`config.mk`:
```
export PLATFORM = sky130hd
export DESIGN_NAME = axis_channel_selector
export DESIGN_NICKNAME = d
export VERILOG_FILES = /design/src/rtl/axis_channel_selector.sv
export SDC_FILE = /design/constraint.sdc
export NUM_CORES = 1
export LEC_CHECK = 0
export CAP_MARGIN = 10
export CORE_ASPECT_RATIO = 1.1
export CORE_MARGIN = 10
export CORE_UTILIZATION = 45
export CTS_CLUSTER_DIAMETER = 30
export DETAILED_ROUTE_END_ITERATION = 8
export PLACE_DENSITY_LB_ADDON = 0.1
export SLEW_MARGIN = 5
export SYNTH_ARGS = -nofsm -noshare
export SYNTH_HDL_FRONTEND = slang
export SYNTH_SLANG_ARGS = --single-unit
```
`constraint.sdc`:
```
create_clock -name aclk -period 5.5 [get_ports aclk]
set_input_delay 0.825 -clock aclk [delete_from_list [all_inputs] [get_ports aclk]]
set_output_delay 0.825 -clock aclk [all_outputs]
set_load 0.05 [all_outputs]
```
`src/rtl/axis_channel_selector.sv`:
```
// AXI-Stream channel selector: forwards one channel of a packed input vector,
// or serialises every channel of the vector in order as a tlast-terminated group.
module axis_channel_selector #(
    parameter int DOUT_WIDTH = 32,
    parameter int CH_COUNT   = 6,
    parameter int SEL_WIDTH  = 3
) (
    input  logic                           aclk,
    input  logic                           areset,
    input  logic [SEL_WIDTH-1:0]           cfg_sel,
    input  logic                           cfg_mode,
    input  logic [CH_COUNT*DOUT_WIDTH-1:0] s_axis_tdata,
    input  logic                           s_axis_tvalid,
    output logic                           s_axis_tready,
    output logic [DOUT_WIDTH-1:0]          m_axis_tdata,
    output logic                           m_axis_tvalid,
    input  logic                           m_axis_tready,
    output logic                           m_axis_tlast
);

    localparam int                IDX_W    = $clog2(CH_COUNT + 1);
    localparam logic [IDX_W-1:0] LAST_IDX = IDX_W'(CH_COUNT - 1);

    logic [DOUT_WIDTH-1:0]          m_tdata_q, m_tdata_d;
    logic                           m_tvalid_q, m_tvalid_d;
    logic                           m_tlast_q, m_tlast_d;
    logic [IDX_W-1:0]               idx_q, idx_d;
    logic [SEL_WIDTH-1:0]           sel_q, sel_d;
    logic                           mode_q, mode_d;
    logic [CH_COUNT*DOUT_WIDTH-1:0] buf_q, buf_d;

    logic                  in_hs;
    logic                  out_hs;
    logic [DOUT_WIDTH-1:0] sel_word;
    logic [DOUT_WIDTH-1:0] buf_word;

    // A new vector is taken only when the output register is free or its last word leaves now.
    assign s_axis_tready = !areset && (!m_tvalid_q || (m_axis_tready && m_tlast_q));
    assign in_hs         = s_axis_tvalid && s_axis_tready;
    assign out_hs        = m_tvalid_q && m_axis_tready;

    assign m_axis_tdata  = m_tdata_q;
    assign m_axis_tvalid = m_tvalid_q;
    assign m_axis_tlast  = m_tlast_q;

    // Out-of-range selects fall through to the channel-0 default.
    always_comb begin
        sel_word = s_axis_tdata[DOUT_WIDTH-1:0];
        for (int k = 0; k < CH_COUNT; k++) begin
            if (cfg_sel == SEL_WIDTH'(k)) begin
                sel_word = s_axis_tdata[k*DOUT_WIDTH +: DOUT_WIDTH];
            end
        end
    end

    always_comb begin
        buf_word = buf_q[DOUT_WIDTH-1:0];
        for (int k = 0; k < CH_COUNT; k++) begin
            if (idx_q == IDX_W'(k)) begin
                buf_word = buf_q[k*DOUT_WIDTH +: DOUT_WIDTH];
            end
        end
    end

    always_comb begin
        m_tdata_d  = m_tdata_q;
        m_tvalid_d = m_tvalid_q;
        m_tlast_d  = m_tlast_q;
        idx_d      = idx_q;
        sel_d      = sel_q;
        mode_d     = mode_q;
        buf_d      = buf_q;

        if (in_hs) begin
            sel_d      = cfg_sel;
            mode_d     = cfg_mode;
            m_tvalid_d = 1'b1;
            if (!cfg_mode) begin
                m_tdata_d = sel_word;
                m_tlast_d = 1'b1;
            end else begin
                buf_d     = s_axis_tdata;
                m_tdata_d = s_axis_tdata[DOUT_WIDTH-1:0];
                idx_d     = IDX_W'(1);
                m_tlast_d = (CH_COUNT == 1);
            end
        end else if (out_hs) begin
            if (m_tlast_q) begin
                m_tvalid_d = 1'b0;
            end else if (mode_q) begin
                m_tdata_d = buf_word;
                m_tlast_d = (idx_q == LAST_IDX);
                idx_d     = idx_q + IDX_W'(1);
            end
        end
    end

    always_ff @(posedge aclk) begin
        if (areset) begin
            m_tdata_q  <= '0;
            m_tvalid_q <= 1'b0;
            m_tlast_q  <= 1'b0;
            idx_q      <= '0;
            sel_q      <= '0;
            mode_q     <= 1'b0;
            buf_q      <= '0;
        end else begin
            m_tdata_q  <= m_tdata_d;
            m_tvalid_q <= m_tvalid_d;
            m_tlast_q  <= m_tlast_d;
            idx_q      <= idx_d;
            sel_q      <= sel_d;
            mode_q     <= mode_d;
            buf_q      <= buf_d;
        end
    end

endmodule

```
# Yosys cells after proc, flatten, opt, wreduce, memory -nomap -nowiden
# Index checks and enable logic that the tools add are counted.
dict set report op_classes {
  order_cmp 0
  add_sub_neg 1
  div 0
  multipliers 0
  shifts 0
  eq_ne 12
  bitwise_logic 0
  reduce_logical 14
  mux 28
}
# op count
set ops {}
lappend ops {{two-way mux 32 bit} 15}
lappend ops {{two-way mux 3 bit} 5}
lappend ops {{equality test 3 x 2 -> 1 bit (second input constant)} 4}
lappend ops {{equality test 3 bit (second input constant)} 4}
lappend ops {{two-way mux 1 bit} 8}
lappend ops {{equality test 3 x 1 -> 1 bit (second input constant)} 2}
lappend ops {{nonzero test 2 bit} 3}
lappend ops {{logical AND 1 bit} 4}
lappend ops {{AND reduction 2 bit} 2}
lappend ops {{AND reduction 4 bit} 1}
lappend ops {{adder 3 x 1 -> 3 bit (second input constant)} 1}
lappend ops {{AND reduction 3 bit} 1}
lappend ops {{logical NOT 1 bit} 2}
lappend ops {{!= test 2 x 1 -> 1 bit (second input constant)} 1}
lappend ops {{!= test 2 bit (second input constant)} 1}
lappend ops {{logical OR 1 bit} 1}
dict set report word_totals {
  output_inout_bits 35
  romBits 0
  mem_count 0
  elab_cells 61
  latchBits 0
  mem_bits_rw 0
  in_bits 200
  register_bits 230
}

# Longest topological paths before layout
dict set report logic_depth {
  word_depth 10
  depth_mapped 11
  ltp_nobuf 7
}

# Worst setup path before layout
# OpenSTA, ideal clock, no wires.
dict set report synth_timing {
  kind {input to output}
  from {input port areset}
  to {output port s_axis_tready}
  required_ns 4.675
  path_stages 4
  arrival_time_ns 2.018
  n_path_buf 3
  slack_ns 2.657
  path_cell_list {buf_2 > clkbuf_1 > clkbuf_1 > nor2_1}
}
dict set report synth_between {
  elab_chain_len 2
}
# element line_no
set synth_rtl {}
lappend synth_rtl {{from (decl)} 9} ;# input logic areset,
lappend synth_rtl {{logical NOT 1 bit} 38} ;# assign s_axis_tready = !areset && (!m_tvalid_q || (m_axis_tready && m_tlast_q));
lappend synth_rtl {{logical AND 1 bit} 38}
lappend synth_rtl {{to (decl)} 14} ;# output logic s_axis_tready,
# No other way between the ends.

# Final worst setup path
dict set report layout_timing {
  from {input port m_axis_tready}
  to {register buf_q[21]}
}
dict set report layout_between {
  elab_chain_len 5
}
# element line_no
set layout_rtl {}
lappend layout_rtl {{from (decl)} 17} ;# input logic m_axis_tready,
lappend layout_rtl {{logical AND 1 bit} 38}
lappend layout_rtl {{logical OR 1 bit} 38}
lappend layout_rtl {{logical AND 1 bit} 38}
lappend layout_rtl {{logical AND 1 bit} 39} ;# assign in_hs = s_axis_tvalid && s_axis_tready;
lappend layout_rtl {{AND reduction 2 bit (no line)} --}
lappend layout_rtl {{to (signal assigned)} 114} ;# buf_q <= buf_d;
lappend layout_rtl {{to (decl)} 30} ;# logic [CH_COUNT*DOUT_WIDTH-1:0] buf_q, buf_d;
# No other way between the ends.
# A chain may end at the register's enable or synchronous reset.

==> results.ini <==
[run_status]
status = finished clean

[pwr]
powerDensity_nw_per_um2 = 349
leakage_nw = 5.30
vdd_drop_max_mv = 0.215

[setup_path]
critical_path_class = in -> reg
cp-end-kind = register
cpMostUsedCell = buf_4
crit_buf_inv = 3
path_delay_family = buffers and inverters
cp_data_required_time_ns = 5.97
startpoint_type = input port
cpPeakStageDelay_ns = 0.72
worst-path-max-fanout = 80
worstPathCellList = clkdlybuf4s50_1 > a21bo_1 > and2_2 > buf_4 > nand2_4 > buf_4 > nand2_1 > a21oi_1
worst_ep_arrival_time_ns = 3.77
cpMaxStageDelayCell = nand2_4

[min_path]
hold_path_class = reg -> reg

[logic_synthesis]
synth.distinct_cells = 46
syn-instance-count = 1616
synth_edf_count = 0
synth_area_um2 = 12300
syn-num-nets = 1821
ys_seq_area_frac = 0.375
ys.flop_type = dfxtp_1
avgSynthCellArea_um2 = 7.60
ys_ff_latch = 230
ys_warn_count = 0
synthArstFlopShare = 0

[timing]
finalSetupViolCount = 0
slew_violations = 0
maxSlewHeadroom = 0.227
hold_viol = 0
min_period_ns = 3.30
setup_tns_ns = 0
skew_ns = 0.0237
tightest_slew_ns = 1.15
finalCritPeriodShare = 0.600
grt_setup_unrepaired = false
fmax_mhz = 303

[die]
die_area_um2 = 34300
core_um2 = 27000
start_util = 0.456
die_x_um = 178
die_h_um = 193
rows = 63
pin_count = 235

[final_layout]
post-route-util = 0.606
regArea_um2 = 4610
syn_to_final_growth_pct = 33.0
drive_gt1_frac = 0.118
multi_input_area_um2 = 6820
nNetsFinal = 1965
fillers = 2493

[clock_network]
cts_buffers = 50
path_clk_slew_ns = 0.05
htreeDepth = 2
cts.path.max_buffers = 3
cts_resized = 0
cts_hold_buf = 0
cts_tree = yes
root_buffer = clkbuf_16
postCtsSetupBuffers = 0
cts.sinks = 230
worst_skew_pair.late_latency_ns = 0.54

[routing]
drt-total-wl_um = 43200
viasPerCell = 5.75
drt-initial-drc-count = 1062
drt_first_pass_iters = 5
final_antenna_net_count = 0
wire_per_inst_um = 20.0
drc = 0
via_count = 12400

[global_routing]
overflow = 0
grt_pass1_wl_um = 67800
track_usage = 0.242
antenna_found_initial = 3
grt_max_degree = 179
grt_pass1_vias = 12400

[run]
maxCapViolCount = 0

[placed_design]
place_hpwl_um = 25700
gp_congestion = 0.815
io_buffers = 234

final timing paths:
check	startpoint	endpoint	slack (ns)	cells after the start
worst min-delay path	buf_q[169]	buf_q[169]	0.45	2
worst min register to register	buf_q[169]	buf_q[169]	0.45	2
worst max register to register	idx_q[2]	m_axis_tdata[10]	2.22	6
worst max-delay path	m_axis_tready	buf_q[21]	2.20	8
per-stage QoR:
stage / power (mW) / cell area, um^2 / hold slack [ns] / cells / worst slack [ns]
finish: 5.71 / 16300 / 0.452 / 2161 / 2.20
global route: 5.89 / 16300 / 0.470 / 2160 / 1.99
CTS: 5.73 / 16300 / 0.451 / 2158 / 2.21
detailed placement: 2.46 / 14500 / 0.445 / 2065 / 1.74
global placement: 2.46 / 14500 / 0.440 / 2065 / 1.78
floorplan: 2.17 / 12300 / 0.434 / 1616 / 2.66
routing by layer:
layer  vias to the layer above  share of wire  GRT usage
met1                      5954           0.43      0.304
li1                       5991              -          -
met4                         0          0.027     0.0800
met2                       402           0.48      0.401
met5                         -              0          0
met3                        72          0.064     0.0501
flip-flops by register name, indices dropped and copies added, names as in the netlist:
register / cells
buf_q: 192
idx_q: 3
m_axis_tdata: 32
m_axis_tlast: 1
m_axis_tvalid: 1
mode_q: 1
where the power goes:
| part | internal (mW) | total [mW] | switching (mW) | leakage [nW] |
|---|---|---|---|---|
| Combinational | 0.291 | 0.676 | 0.385 | 2.54 |
| Sequential | 1.73 | 1.76 | 0.0322 | 1.87 |
| Clock | 2.28 | 3.27 | 0.987 | 0.893 |
synthesized netlist by cell type, types with 5 or more instances:
cell | instances | area [um^2]
nand2_1 | 422 | 1580
mux2_2 | 31 | 349
o21bai_1 | 32 | 240
buf_2 | 75 | 375
or3_1 | 31 | 194
a41oi_2 | 27 | 439
ha_1 | 5 | 62.6
nor3b_1 | 33 | 248
nor2_1 | 41 | 154
dfxtp_1 | 230 | 4600
nor4_1 | 31 | 194
o22ai_1 | 62 | 388
a21oi_1 | 230 | 1150
o21ai_0 | 62 | 310
a2111oi_0 | 31 | 272
nor2b_1 | 33 | 206
nand3b_1 | 32 | 240
a21oi_2 | 28 | 245
inv_1 | 34 | 128
buf_6 | 14 | 158
a211oi_1 | 33 | 248
clkbuf_1 | 61 | 229
cells by family (layout without fill, tap and decap cells):
group           Yosys count  after routing  share of synthesized area
compound gates          522            522                      0.279
buf+inv                 191            376                     0.0754
mux                      33             33                     0.0301
fa+ha+maj                 5              5                    0.00509
flops                   230            230                      0.375
simple gates            635            635                      0.235
other cells               0              3                          0
layout by cell type (no fill, tap or decap), types with 3 or more instances in the layout:
| cell | instances |
|---|---|
| clkbuf_16 | 51 |
| a211oi_1 | 33 |
| ha_2 | 3 |
| buf_4 | 13 |
| nor4_1 | 31 |
| bufinv_16 | 11 |
| a2111oi_0 | 31 |
| dfxtp_1 | 229 |
| nand3b_1 | 32 |
| o21bai_1 | 32 |
| o22ai_1 | 62 |
| o21ai_0 | 62 |
| mux2_2 | 31 |
| a21oi_2 | 28 |
| clkbuf_8 | 6 |
| clkbuf_1 | 3 |
| nor3b_1 | 33 |
| clkdlybuf4s50_1 | 231 |
| or3_1 | 31 |
| clkinv_2 | 10 |
| diode_2 | 3 |
| o21ai_1 | 4 |
| a41oi_1 | 4 |
| nand2_1 | 419 |
| nor2b_1 | 33 |
| clkinvlp_4 | 8 |
| a41oi_2 | 27 |
| a21oi_1 | 229 |
| inv_1 | 34 |
| nor2_1 | 41 |
layout make-up:
type,instances,area share
Inverter,35,0.00804
Clock buffer,60,0.0838
Sequential cell,230,0.282
Tap cell,357,0.0273
Multi-Input combinational cell,1195,0.418
Clock inverter,33,0.0300
Timing Repair Buffer,248,0.151
Antenna cell,3,0.000459
worst register-to-register path: cells and delay by family, from the launching register on:
family	cells	cell delay, ns
adder cells (fa/ha/maj)	1	0.81
buffers and inverters	1	0.15
AND/OR/NAND/NOR	2	1.04
flip-flops	1	0.57
AO/OA/AOI/OAI	2	0.54
Power figures use the tool's default switching activity.
